[config.mk]
export PLATFORM = sky130hd
export DESIGN_NAME = mem_arbiter
export DESIGN_NICKNAME = d
export VERILOG_FILES = /design/src/rtl/mem_arbiter_pkg.sv /design/src/rtl/rr_arb2.sv /design/src/rtl/mem_arbiter.sv
export SDC_FILE = /design/constraint.sdc
export NUM_CORES = 1
export LEC_CHECK = 0
export BUFFER_PORTS_ARGS = -buffer_cell sky130_fd_sc_hd__clkbuf_2
export CORE_AREA = 2 2 154 156
export DETAILED_ROUTE_END_ITERATION = 12
export DIE_AREA = 0 0 156 158
export PLACE_DENSITY = 0.74
export RECOVER_POWER = 100
export SETUP_SLACK_MARGIN = 0.05
export SLEW_MARGIN = 20
export SYNTH_ARGS = -nofsm -noshare
export SYNTH_HDL_FRONTEND = slang
export SYNTH_HIERARCHICAL = 1
export SYNTH_SLANG_ARGS = --single-unit
[constraint.sdc]
create_clock -name clk -period 2.3 [get_ports clk]
set_input_delay 0.23 -clock clk [delete_from_list [all_inputs] [get_ports clk]]
set_output_delay 0.23 -clock clk [all_outputs]
set_load 0.05 [all_outputs]
[src/rtl/mem_arbiter_pkg.sv]
// Shared definitions for the memory arbiter: peripheral window decode and FSM state encoding.
package mem_arbiter_pkg;

  localparam logic [31:0] PERIPH_BASE = 32'h4000_0000;
  localparam logic [31:0] PERIPH_MASK = 32'hFFFF_0000;

  typedef enum logic [1:0] {
    IDLE   = 2'd0,
    ACCESS = 2'd1,
    RESP   = 2'd2
  } state_t;

endpackage

[src/rtl/rr_arb2.sv]
// Two-way round-robin grant; the priority pointer moves only when a transaction completes.
module rr_arb2 (
  input  logic       clk,
  input  logic       rst,
  input  logic [1:0] req,
  input  logic       last,
  input  logic       advance,
  output logic [1:0] grant
);

  logic favour_m1;

  // After a completion the master that did not win last time gets the tie.
  always_ff @(posedge clk) begin
    if (rst) begin
      favour_m1 <= 1'b0;
    end else if (advance) begin
      favour_m1 <= ~last;
    end
  end

  always_comb begin
    grant = req;
    if (req == 2'b11) begin
      grant = favour_m1 ? 2'b10 : 2'b01;
    end
  end

endmodule

[src/rtl/mem_arbiter.sv]
// Two-master memory arbiter: round-robin grant, IDLE/ACCESS/RESP transaction,
// decode between data_ram and the peripheral window, misalignment error reporting.
module mem_arbiter
  import mem_arbiter_pkg::*;
#(
  parameter int AW = 32,
  parameter int DW = 32
) (
  input  logic          clk,
  input  logic          rst,
  input  logic          m0_req,
  input  logic          m0_we,
  input  logic [AW-1:0] m0_addr,
  input  logic [DW-1:0] m0_wdata,
  output logic          m0_ack,
  output logic          m0_err,
  output logic [DW-1:0] m0_rdata,
  input  logic          m1_req,
  input  logic          m1_we,
  input  logic [AW-1:0] m1_addr,
  input  logic [DW-1:0] m1_wdata,
  output logic          m1_ack,
  output logic          m1_err,
  output logic [DW-1:0] m1_rdata,
  output logic          cpu_stall_o,
  output logic          ram_we,
  output logic [AW-1:0] ram_addr,
  output logic [DW-1:0] ram_wdata,
  input  logic [DW-1:0] ram_rdata,
  output logic          per_we,
  output logic [AW-1:0] per_addr,
  output logic [DW-1:0] per_wdata,
  input  logic [DW-1:0] per_rdata
);

  state_t        state;
  logic          win, cap_we, cap_per, cap_err;
  logic          ram_we_q, per_we_q;
  logic [1:0]    ack_q, err_q, grant;
  logic          sel_we, sel_per, sel_mis;
  logic [AW-1:0] sel_addr;
  logic [DW-1:0] sel_wdata, resp_data;

  rr_arb2 u_rr (
    .clk     (clk),
    .rst     (rst),
    .req     ({m1_req, m0_req}),
    .last    (win),
    .advance (state == RESP),
    .grant   (grant)
  );

  always_comb begin
    sel_addr  = grant[1] ? m1_addr  : m0_addr;
    sel_wdata = grant[1] ? m1_wdata : m0_wdata;
    sel_we    = grant[1] ? m1_we    : m0_we;
    sel_per   = (sel_addr & AW'(PERIPH_MASK)) == AW'(PERIPH_BASE);
    sel_mis   = sel_addr[1:0] != 2'b00;
    // Writes and misaligned accesses return zero read data.
    resp_data = '0;
    if (!cap_we && !cap_err) begin
      resp_data = cap_per ? per_rdata : ram_rdata;
    end
  end

  always_ff @(posedge clk) begin
    if (rst) begin
      state     <= IDLE;
      win       <= 1'b0;
      cap_we    <= 1'b0;
      cap_per   <= 1'b0;
      cap_err   <= 1'b0;
      ram_we_q  <= 1'b0;
      per_we_q  <= 1'b0;
      ack_q     <= '0;
      err_q     <= '0;
      ram_addr  <= '0;
      ram_wdata <= '0;
      per_addr  <= '0;
      per_wdata <= '0;
      m0_rdata  <= '0;
      m1_rdata  <= '0;
    end else begin
      ram_we_q <= 1'b0;
      per_we_q <= 1'b0;
      ack_q    <= '0;
      err_q    <= '0;
      unique case (state)
        IDLE: begin
          if (|grant) begin
            win     <= grant[1];
            cap_we  <= sel_we;
            cap_per <= sel_per;
            cap_err <= sel_mis;
            if (sel_per) begin
              per_addr  <= sel_addr;
              per_wdata <= sel_wdata;
            end else begin
              ram_addr  <= sel_addr;
              ram_wdata <= sel_wdata;
            end
            ram_we_q <= sel_we & ~sel_mis & ~sel_per;
            per_we_q <= sel_we & ~sel_mis & sel_per;
            state    <= ACCESS;
          end
        end
        ACCESS: begin
          if (win) begin
            m1_rdata <= resp_data;
          end else begin
            m0_rdata <= resp_data;
          end
          ack_q <= win ? 2'b10 : 2'b01;
          err_q <= cap_err ? (win ? 2'b10 : 2'b01) : 2'b00;
          state <= RESP;
        end
        RESP:    state <= IDLE;
        default: state <= IDLE;
      endcase
    end
  end

  assign ram_we      = ram_we_q & ~rst;
  assign per_we      = per_we_q & ~rst;
  assign m0_ack      = ack_q[0] & ~rst;
  assign m1_ack      = ack_q[1] & ~rst;
  assign m0_err      = err_q[0] & ~rst;
  assign m1_err      = err_q[1] & ~rst;
  assign cpu_stall_o = m0_req & ~m0_ack;

endmodule

After elaboration in Yosys (flattened, before gate mapping). Index checks and enable logic that the tools add are counted.

Equal/unequal tests: 5. Reductions and logical operators: 14. Bitwise gates (word level): 19. Multiplexer cells: 10.

Operators by type and width (number): $mux W32 (4); $eq A16 B15 Y1 const B (1); $and A1 B1 Y1 (10); $not A1 Y1 (9); $mux W2 (4); $reduce_and A2 Y1 (3); $reduce_and A3 Y1 (2); $reduce_or A3 Y1 (2); $eq A2 B2 Y1 const B (2); $pmux W2 S2 (1); $reduce_or A2 Y1 (2); $eq A2 B1 Y1 const B (1); $logic_not A1 Y1 (2); $logic_not A2 Y1 (1); $ne A2 B2 Y1 const B (1); $reduce_bool A2 Y1 (1); $logic_and A1 B1 Y1 (1); $mux W1 (1).

Word-level logic and storage cells: 64. Bits of input ports: 198. Bits in registers: 205. Output and inout port bits: 199.

Logic depth before layout (Yosys ltp). Gate-level depths: netlist (run 1).

Depth after elaboration: 7. Depth in mapped cells: 10. Depth with buffers taken out: 7.

Hierarchy. The synthesis (run 1) kept the hierarchy.

Modules (own cells, without submodules): mem_arbiter (seq. area each 4083.9 µm², times used 1, area an instance 8511.9 µm², cells an instance 1056); rr_arb2 (seq. area each 20.0 µm², times used 1, area an instance 55.1 µm², cells an instance 6).

Least setup slack after synthesis (run 1). No wires, ideal clock.

Kind: reg2reg. From: register u_rr.favour_m1. To: register per_addr[20]. Buffers on the path: 2. Cell stages (with the launch flop): 10. Arrival time: 1.842 ns. Library setup time: 0.115 ns. Clock period less this slack: 1.957 ns. Data required time: 2.185 ns. Slack: 0.343 ns. Path through: dfxtp_1 > inv_1 > a21boi_1 > buf_2 > nor2b_1 > nand4_1 > a211oi_2 > nor2_1 > clkbuf_1 > and2_1.

Longest elaborated chain between the ends: 5. Elaborated cells on any way between the ends: 6. Classes of those cells: eq/ne: 1; mux: 3; reduce/logical: 2.

RTL lines: start: declaration (line rr_arb2.sv:11) `logic favour_m1;`; start signal: assignment (line rr_arb2.sv:18) `favour_m1 <= ~last;`; $mux W2 * (line rr_arb2.sv:25) `grant = favour_m1 ? 2'b10 : 2'b01;`; $mux W2 * (line rr_arb2.sv:24) `if (req == 2'b11) begin`; named net grant[1] (line mem_arbiter.sv:39) `logic [1:0] ack_q, err_q, grant;`; $mux W32 (line mem_arbiter.sv:54) `sel_addr = grant[1] ? m1_addr : m0_addr;`; $eq A16 B15 Y1 (line mem_arbiter.sv:57) `sel_per = (sel_addr & AW'(PERIPH_MASK)) == AW'(PERIPH_BASE);`; $reduce_and A3 Y1 (no line); end signal: assignment (line mem_arbiter.sv:96) `per_addr <= sel_addr;`; end: declaration (line mem_arbiter.sv:31) `output logic [AW-1:0] per_addr,`.

Mark *: on every way through the listed nets, which the timed path passes. The rest lies on a longest branch. A chain may end at the register's enable or synchronous reset.

Final worst setup path (run 1).
From: register u_rr.favour_m1. To: register per_wdata[4].

Longest elaborated chain between the ends: 5. Elaborated cells on any way between the ends: 7. Classes of those cells: eq/ne: 1; mux: 4; reduce/logical: 2.

RTL lines: $mux W2 * (line rr_arb2.sv:25); $mux W2 * (line rr_arb2.sv:24); named net grant[1] (line mem_arbiter.sv:39); $mux W32 (line mem_arbiter.sv:54); $eq A16 B15 Y1 (line mem_arbiter.sv:57); $reduce_and A3 Y1 (no line); end signal: assignment (line mem_arbiter.sv:97) `per_wdata <= sel_wdata;`; end: declaration (line mem_arbiter.sv:32) `output logic [DW-1:0] per_wdata,`.

Marked as above.

==> impl_metrics.yaml, run 1 <==
clocking:
  cts_tree: "done"
  clock_sinks: 205
  cts-root-buf: "clkbuf_16"
  clock_path_buffers: 3
  numCtsBuffers: 24
  cts_hold_buf: 0
  ctsHtreeMaxLevel: 1
  clk_pin_slew_ns: 0.06
  clk_latency_ns: 0.51
worst_setup_path:
  reg2reg_depth: 9
  path_max_fanout: 30
  r2r_end: "per_wdata[4]"
  required_ns: 2.68
  startpoint: "u_rr/favour_m1"
  crit_type: "flip-flop to flip-flop"
  crit_end: "per_wdata[4]"
  r2r_slack_ns: 0.18
  crit_path_end_kind: "flip-flop"
  worstReg2RegStart: "u_rr/favour_m1"
  critPathLaunchType: "flip-flop"
  cp.arrival_ns: 2.50
logic_synthesis:
  ys_types: 33
  synth_fp_nets: 1260
  ys_warn_count: 6
  synth_edf_count: 0
  synth_ff_type: "dfxtp_1"
  synth_compound_area_share_pct: 15.1
  synthArstFlopShare_pct: 0
  avgSynthCellArea_um2: 8.07
  synth_xor_area_share_pct: 0
  syn_area_mm2: 0.00857
  yosys.area_share.adder_pct: 0
  synth-seq-cells: 205
  muxShareOfSynthArea_pct: 11.2
  synth_top_family_by_area: "simple AND/OR/NAND/NOR gates"
  synth_cells: 1062
  yosys.area_share.simple_pct: 19.5
  seq_area_frac_synth_pct: 47.9
finish:
  n_antenna_cell: 0
  nets: 1627
  fill_cells: 2328
  final_cell_mix: "nand2_1, dfxtp_1, clkbuf_1"
  area_growth_pct: 33.7
  drive_gt1_share_pct: 19.2
  multi_input_area_mm2: 0.00396
  register_area_mm2: 0.00411
  final_common_cell: "nand2_1"
floorplan:
  ioPinCount: 397
  std_cell_rows: 56
  core_mm2: 0.0231
  dieWidth_um: 156
  dieHeight_um: 158
  dieArea_mm2: 0.0246
  initial_core_util_pct: 37.2
route:
  post_drt_via_cell_ratio: 4.96
  num_vias: 8610
  drt_iter0_markers: 468
  first_pass_iters: 5
  drc_errors: 0
  wl_per_cell_um: 15.8
  ant_nets: 0
  wirelength_mm: 27.5
worst_hold_path:
  worst_hold_path.num_cells: 3
  hold_class: "input pin to flip-flop"
flow_run:
  drv_cap: 1
power_and_ir_drop:
  p_per_area_mw_per_mm2: 810
  peakVddDrop_v: 0.000469
  p_leak_nw: 4.44
status:
  violations: "capacitance limit, slew limit"
  status: "finished, violations left"
global_route:
  antenna_found_initial: 0
  overflow: 0
  grt_first_pass_wirelength_mm: 40.7
  track_usage_pct: 20.4
  grt_pass1_vias: 7873
  grt_max_degree: 62
sta:
  fmax_ghz: 0.472
  setup_viol: 0
  worst_hold_slack_ns: 0.0866
  slew-limit-headroom_pct: -20.9
  rsz0062_at_grt: "true"
  setup_tns_ns: 0
  period_minus_slack_ns: 2.12
  finalCritPeriodShare_pct: 92.2
  final-hold-violation-count: 0
  worst_pin_slew_ns: 1.81
  finClkSkew_ns: 0.0139
  drv_slew: 41
placement:
  dp_hpwl_mm: 19.6
  gp_congestion: 0.853
  portBuffers: 396
## cell type report
class,count,area share [%]
clock inverters,6,0.579
clock buffers,36,6.43
repair buffers,427,17.8
flip-flops and latches,205,35.8
well taps,290,3.17
inverters,51,1.67
multi-input cells,720,34.6
## kinds of logic (layout without fill, tap and decap cells)
kind of cell / after synthesis / count (layout)
compound gates: 206 / 206
buf+inv: 137 / 520
flops: 205 / 205
mux: 96 / 96
simple gates: 418 / 418
## cells in the mapped netlist (2+ instances only)
| master | number | area share [%] |
|---|---|---|
| a22oi_1 | 2 | 0.18 |
| o32ai_1 | 48 | 4.9 |
| nor4_1 | 5 | 0.37 |
| nand2b_1 | 2 | 0.15 |
| a21oi_1 | 82 | 4.8 |
| buf_4 | 3 | 0.26 |
| mux2i_1 | 96 | 11 |
| o21ai_0 | 49 | 2.9 |
| a211oi_1 | 15 | 1.3 |
| nor3b_1 | 2 | 0.18 |
| nand4_1 | 2 | 0.15 |
| o21a_1 | 2 | 0.18 |
| a211oi_2 | 2 | 0.29 |
| and2_1 | 15 | 1.1 |
| nand2_1 | 276 | 12 |
| nor3_1 | 2 | 0.12 |
| nor2_1 | 101 | 4.4 |
| clkbuf_1 | 63 | 2.8 |
| buf_2 | 10 | 0.58 |
| inv_1 | 50 | 2.2 |
| buf_1 | 10 | 0.44 |
| nor2b_1 | 9 | 0.66 |
| dfxtp_1 | 205 | 48 |
| or2_2 | 2 | 0.15 |
## power breakdown
group / leakage (nW) / switching [W] / total [W] / internal [W]
Sequential: 1.67 / 0.0000873 / 0.00381 / 0.00372
Combinational: 2.37 / 0.00123 / 0.00170 / 0.000461
Clock: 0.398 / 0.00146 / 0.00378 / 0.00232
Total: 4.44 / 0.00278 / 0.00928 / 0.00650
## what timing repair did
item / in CTS / in global routing
cloned: 0 / 1
pin swaps: 0 / 2
setup endpoints to repair: 31 / 80
resized for setup: 2 / 2
endpoints found under the hold margin: 0 / 0
buffers inserted: 1 / 7
## registers in the layout, summed over array words and instances, names as in the netlist, 2 cells and up
register and cells:
ack_q 2, err_q 2, m0_rdata 32, m1_rdata 32, per_addr 32, per_wdata 32, ram_addr 32, ram_wdata 32
state 2
## how the worst min path moves through the flow
stage                 start        endpoint  slack (ns)
6_report        m0_addr[16]    ram_addr[16]        0.09
5_1_grt         m0_addr[16]    ram_addr[16]        0.08
4_1_cts         m0_addr[16]    ram_addr[16]        0.05
3_5_place_dp   m1_rdata[16]    m1_rdata[16]        0.45
3_3_place_gp    m1_rdata[2]     m1_rdata[2]        0.44
2_1_floorplan           rst  u_rr/favour_m1        0.30
## worst max-delay path, stage by stage, from the launching register on
cell and delay [ns]:
dfxtp_1 0.34, inv_1 0.07, a21boi_4 0.24, nor2b_1 0.20, nand4_1 0.12, clkbuf_1 0.17
a211oi_4 0.28, buf_12 0.20, buf_6 0.25, o21ai_0 0.12
## per-layer routing
| layer | part of all wire, % | track usage, % | vias to the layer above |
|---|---|---|---|
| li1 | - | - | 4269 |
| met3 | 5.9 | 3.67 | 60 |
| met1 | 42 | 24.8 | 3973 |
| met4 | 3.2 | 7.38 | 0 |
| met2 | 49 | 36.3 | 308 |
| met5 | 0 | 0 | - |
## metrics by stage
| stage | utilization (%) | cells | area (um2) | total power, W | setup WS (ns) |
|---|---|---|---|---|---|
| after floorplan | - | 1062 | 8570 | 0.00504 | 0.343 |
| after global placement | 47.1 | 1684 | 10900 | 0.00560 | 0.0873 |
| after detailed placement | 47.1 | 1684 | 10900 | 0.00561 | 0.0276 |
| after CTS | 50.6 | 1727 | 11700 | 0.00941 | 0.108 |
| after global routing | 49.7 | 1735 | 11500 | 0.00967 | 0.0289 |
| final | 49.7 | 1735 | 11500 | 0.00928 | 0.180 |
Power figures use the tool's default switching activity.
==> run 2: changes to the inputs <==
- CTS_BUF_LIST: default -> sky130_fd_sc_hd__clkbuf_16
- SLEW_MARGIN: 20 -> default
==> impl_metrics.yaml, run 2 (synthesis gave the netlist of run 1 again) <==
finish:
  nets: 1627
  fill_cells: 2338
  multi_input_area_mm2: 0.00396
  stdcell_count: 1735
  final_cell_mix: "nand2_1, dfxtp_1, clkbuf_2"
  final_common_cell: "nand2_1"
  register_area_mm2: 0.00411
  area_growth_pct: 32.9
  n_antenna_cell: 0
  fin_util_pct: 49.4
  drive_gt1_share_pct: 18.7
power_and_ir_drop:
  pwr-share-comb_pct: 18.8
  internal-power_w: 0.00625
  p_per_area_mw_per_mm2: 792
  clkPwrFrac_pct: 39.0
  p_sw_w: 0.00276
  finalPower_w: 0.00902
  p_leak_nw: 4.42
  power_frac_seq_pct: 42.2
  peakVddDrop_v: 0.000471
  p_sw_share_pct: 30.7
global_route:
  antenna_found_initial: 0
  grt_first_pass_wirelength_mm: 40.6
  overflow: 0
  track_usage_pct: 20.4
  grt_pass1_vias: 7864
  grt_max_degree: 62
floorplan:
  initial_core_util_pct: 37.2
  dieArea_mm2: 0.0246
  dieWidth_um: 156
  core_mm2: 0.0231
  dieHeight_um: 158
  ioPinCount: 397
  std_cell_rows: 56
route:
  first_pass_iters: 5
  ant_nets: 0
  wl_per_cell_um: 15.8
  drt_iter0_markers: 583
  wirelength_mm: 27.4
  num_vias: 8565
  drc_errors: 0
  post_drt_via_cell_ratio: 4.94
worst_setup_path:
  critPathBufInv: 4
  r2r_end: "per_wdata[27]"
  startpoint: "u_rr/favour_m1"
  crit_family: "buffers and inverters"
  r2r_slack_ns: 0.19
  crit_path_end_kind: "flip-flop"
  required_ns: 2.68
  cp_slowest_cell: "dfxtp_1"
  path_depth: 9
  path_cells: "inv_1 > a21boi_4 > nor2b_1 > nand4_1 > clkbuf_1 > a211oi_4 > buf_12 > buf_6 > o21ai_0"
  crit_end: "per_wdata[27]"
  critPathLaunchType: "flip-flop"
  path_max_fanout: 30
  reg2reg_depth: 9
  worstReg2RegStart: "u_rr/favour_m1"
  cp.arrival_ns: 2.50
  crit_type: "flip-flop to flip-flop"
  critPathMaxStageDelay_ns: 0.34
clocking:
  cts-root-buf: "clkbuf_16"
  clk_latency_ns: 0.51
  numCtsBuffers: 24
  clk_pin_slew_ns: 0.06
  cts_tree: "done"
  ctsHtreeMaxLevel: 1
  clock_sinks: 205
  clock_path_buffers: 3
  cts_hold_buf: 0
placement:
  dp_slack_ns: 0.0276
  place_inst: 1684
  portBuffers: 396
  dp_hpwl_mm: 19.6
  gp_congestion: 0.853
status:
  status: "finished, violations left"
  violations: "capacitance limit, slew limit"
flow_run:
  drv_cap: 1
sta:
  fmax_ghz: 0.473
  finClkSkew_ns: 0.0145
  period_minus_slack_ns: 2.11
  setup_tns_ns: 0
  worst_pin_slew_ns: 1.80
  setup_viol: 0
  slew-limit-headroom_pct: -19.9
  setup_ws_ns: 0.185
  final-hold-violation-count: 0
  finalCritPeriodShare_pct: 91.9
  drv_slew: 41
  rsz0062_at_grt: "false"
worst_hold_path:
  hold_class: "input pin to flip-flop"
run 2: what timing repair did:
item | in CTS | in global routing
gates resized for setup | 2 | 2
buffers inserted | 1 | 7
gates cloned | 0 | 1
pin swaps | 0 | 2
setup endpoints to repair | 29 | 80
run 2: layout make-up:
cell class | instances | share of cell area (%)
multi-input combinational | 720 | 34.8
clock buffer | 25 | 5.50
clock inverter | 17 | 0.945
sequential | 205 | 36.1
tap | 290 | 3.19
inverter | 51 | 1.68
timing repair buffer | 427 | 17.9
run 2: power groups by stage:
stage / sequential [W] / clock (W) / combinational (W)
global placement: 0.00388 / 0 / 0.00172
finish: 0.00381 / 0.00352 / 0.00169
floorplan: 0.00441 / 0 / 0.000628
CTS: 0.00381 / 0.00360 / 0.00173
global route: 0.00382 / 0.00376 / 0.00182
detailed placement: 0.00389 / 0 / 0.00173
run 2: stage by stage:
| stage | hold WS [ns] | cell area, um2 |
|---|---|---|
| final | 0.0856 | 11400 |
| after global routing | 0.0784 | 11400 |
| after CTS | 0.0549 | 11600 |
| after detailed placement | 0.446 | 10900 |
| after global placement | 0.441 | 10900 |
| after floorplan | 0.303 | 8570 |
run 2: worst reg2reg max path, delay by kind of cell, from the launching register on:
family                 cells  cell delay (ns)
buffers and inverters      4             0.70
DFF                        1             0.34
AOI/OAI and AO/OA          3             0.65
and+or+nand+nor            2             0.32
run 2: how the worst min path moves through the flow:
stage          depth (start not counted)              to         start
3_5_place_dp                           2    m1_rdata[16]  m1_rdata[16]
6_report                               3    ram_addr[16]   m0_addr[16]
2_1_floorplan                          1  u_rr/favour_m1           rst
3_3_place_gp                           2     m1_rdata[2]   m1_rdata[2]
5_1_grt                                3    ram_addr[16]   m0_addr[16]
4_1_cts                                3    ram_addr[16]   m0_addr[16]
run 2: layer usage:
| metal | share of wire (%) | vias up | GRT usage [%] |
|---|---|---|---|
| met1 | 42 | 3936 | 24.6 |
| met4 | 2.8 | 0 | 7.38 |
| met2 | 49 | 304 | 36.4 |
| li1 | - | 4274 | - |
| met3 | 6.1 | 51 | 3.67 |
| met5 | 0 | - | 0 |
==> run 3: changes to the inputs <==
- ABC_AREA: default -> 1
- CORE_AREA: 2 2 154 156 -> 2 2 146 176
- DIE_AREA: 0 0 156 158 -> 0 0 148 178
- PLACE_DENSITY: 0.74 -> 0.67
==> impl_metrics.yaml, run 3 <==
status:
  status: "finished clean"
placement:
  dp_hpwl_mm: 21.5
  portBuffers: 396
  gp_congestion: 0.843
  place_area_mm2: 0.0119
logic_synthesis:
  synth-seq-cells: 205
  yosys.area.top_type_share_pct: 42.2
  ys_warn_count: 6
  yosys-top-cells-area: "dfxtp_1, nand2_1, inv_1, nor2_1, nand3_1"
  ys_types: 24
  syn_area_mm2: 0.00972
  netlist_top_cells_count: "nand2_1, inv_1, dfxtp_1"
  yosys.area.top_type: "dfxtp_1"
  synth_cells: 1427
  synth_fp_nets: 1625
  synth_edf_count: 0
  synth_ff_type: "dfxtp_1"
  synthArstFlopShare_pct: 0
  seq_area_frac_synth_pct: 42.2
  avgSynthCellArea_um2: 6.81
  synth_most_common_cell: "nand2_1"
clocking:
  cts-root-buf: "clkbuf_16"
  ctsHtreeMaxLevel: 1
  cts_hold_buf: 0
  numCtsBuffers: 22
  clock_path_buffers: 3
  clk_latency_ns: 0.51
  clock_sinks: 205
  cts_tree: "done"
  clk_pin_slew_ns: 0.06
sta:
  setup_tns_ns: 0
  drv_slew: 0
  period_minus_slack_ns: 2.16
  finalCritPeriodShare_pct: 94.1
  fmax_ghz: 0.462
  worst_hold_slack_ns: 0.0719
  final-hold-violation-count: 0
  setup_viol: 0
  rsz0062_at_grt: "true"
  worst_pin_slew_ns: 1.03
  finClkSkew_ns: 0.0137
  slew-limit-headroom_pct: 31.6
worst_setup_path:
  crit_type: "flip-flop to flip-flop"
  critPathLaunchType: "flip-flop"
  required_ns: 2.74
  path_max_fanout: 11
  crit_path_end_kind: "flip-flop"
  cp.arrival_ns: 2.61
power_and_ir_drop:
  peakVddDrop_v: 0.000502
  p_sw_share_pct: 33.5
  internal-power_w: 0.00642
  pwr-share-comb_pct: 23.2
  p_leak_nw: 6.42
  clkPwrFrac_pct: 36.3
  p_sw_w: 0.00323
  power_frac_seq_pct: 40.6
  p_per_area_mw_per_mm2: 761
route:
  routed-wl-met3_mm: 2.43
  top_layer: "met4"
  first_pass_iters: 5
  wl_per_cell_um: 15.1
  wl_met1_mm: 12.7
  num_vias: 10085
  wirelength_mm: 32.1
  post_drt_via_cell_ratio: 4.73
  drt_iter0_markers: 423
  ant_nets: 0
  dr_wl_met2_mm: 15.8
  drc_errors: 0
finish:
  n_antenna_cell: 0
  nets: 1987
  area_growth_pct: 30.4
  multi_input_area_mm2: 0.00436
  drive_gt1_share_pct: 15.8
  fill_cells: 2494
  final_cell_mix: "nand2_1, inv_1, dfxtp_1"
  register_area_mm2: 0.00410
  final_common_cell: "nand2_1"
  final_area_mm2: 0.0127
  fin_util_pct: 51.6
floorplan:
  std_cell_rows: 63
  ioPinCount: 397
  dieArea_mm2: 0.0263
  initial_core_util_pct: 39.5
  dieWidth_um: 148
  dieHeight_um: 178
  core_mm2: 0.0246
flow_run:
  drv_cap: 0
global_route:
  grt_pass1_vias: 8850
  grt_first_pass_wirelength_mm: 45.7
  grt_max_degree: 100
  overflow: 0
  track_usage_pct: 21.3
  antenna_found_initial: 0
worst_hold_path:
  hold_class: "input pin to flip-flop"
run 3: cell count changes after synthesis, moves of 16 or more:
cell      change
mux2i_1      -48
nor2_1       +80
inv_1       +160
nand3_1     +128
a21oi_1      +19
clkbuf_1     -16
o32ai_1      -48
o21a_1       +43
o21ai_0      +16
nand2_1      +54
run 3: cells by family (layout without fill, tap and decap cells):
group	after synthesis	in the layout	synth area share, %
simple gates	642	642	26.5
flops	205	205	42.2
compound gates	219	219	12.7
mux	48	48	4.94
buf+inv	313	691	13.7
run 3: final cells by class:
type	instances	area share, %
clock inverter	17	1.05
inverter	212	6.38
tap	325	3.21
timing repair buffer	439	18.1
clock buffer	23	4.54
sequential	205	32.4
multi-input combinational	909	34.4
run 3: what timing repair did:
| action | in CTS | in global routing |
|---|---|---|
| pin swaps | 0 | 15 |
| hold endpoints to repair | 0 | 0 |
| buffers inserted | 0 | 6 |
| resized for setup | 1 | 19 |
| cloned | 0 | 13 |
| setup endpoints to repair | 1 | 126 |
run 3: critical path, stage by stage, from the launching register on:
cell and delay (ns):
dfxtp_1 0.32, inv_2 0.07, a21boi_4 0.06, buf_12 0.14, buf_4 0.15, clkbuf_16 0.16, nand2_1 0.06, nand2_1 0.05
nor2_1 0.10, nand2_1 0.09, nor2_4 0.20, nand3_4 0.21, clkbuf_4 0.29, nand2_1 0.08, inv_1 0.03, nor2_1 0.09
run 3: layer usage:
metal,global-route usage [%],vias up
met1,25.1,4486
li1,-,5144
met3,4.58,58
met2,38.1,397
met4,7.86,0
met5,0,-
run 3: per-stage QoR:
stage	cells	total power [W]	worst slack [ns]
floorplan	1427	0.00558	0.447
global placement	2071	0.00623	0.142
detailed placement	2071	0.00626	0.0626
CTS	2111	0.00977	0.115
global route	2130	0.0101	0.0142
finish	2130	0.00965	0.137
run 3: path summary, 6_finish.rpt:
kind | endpoint | from | slack (ns) | depth (start not counted)
setup / recovery | per_wdata[25] | u_rr/favour_m1 | 0.14 | 15
hold / removal | cap_we | m0_we | 0.07 | 3
setup reg to reg | per_wdata[25] | u_rr/favour_m1 | 0.14 | 15
hold reg to reg | per_addr[22] | per_addr[22] | 0.45 | 2
run 3: power by group through the flow:
stage / Combinational, W / Clock [W] / Sequential, W
6_report: 0.00224 / 0.00350 / 0.00391
5_1_grt: 0.00242 / 0.00374 / 0.00393
4_1_cts: 0.00227 / 0.00359 / 0.00391
3_5_place_dp: 0.00227 / 0 / 0.00399
3_3_place_gp: 0.00225 / 0 / 0.00398
2_1_floorplan: 0.000856 / 0 / 0.00472
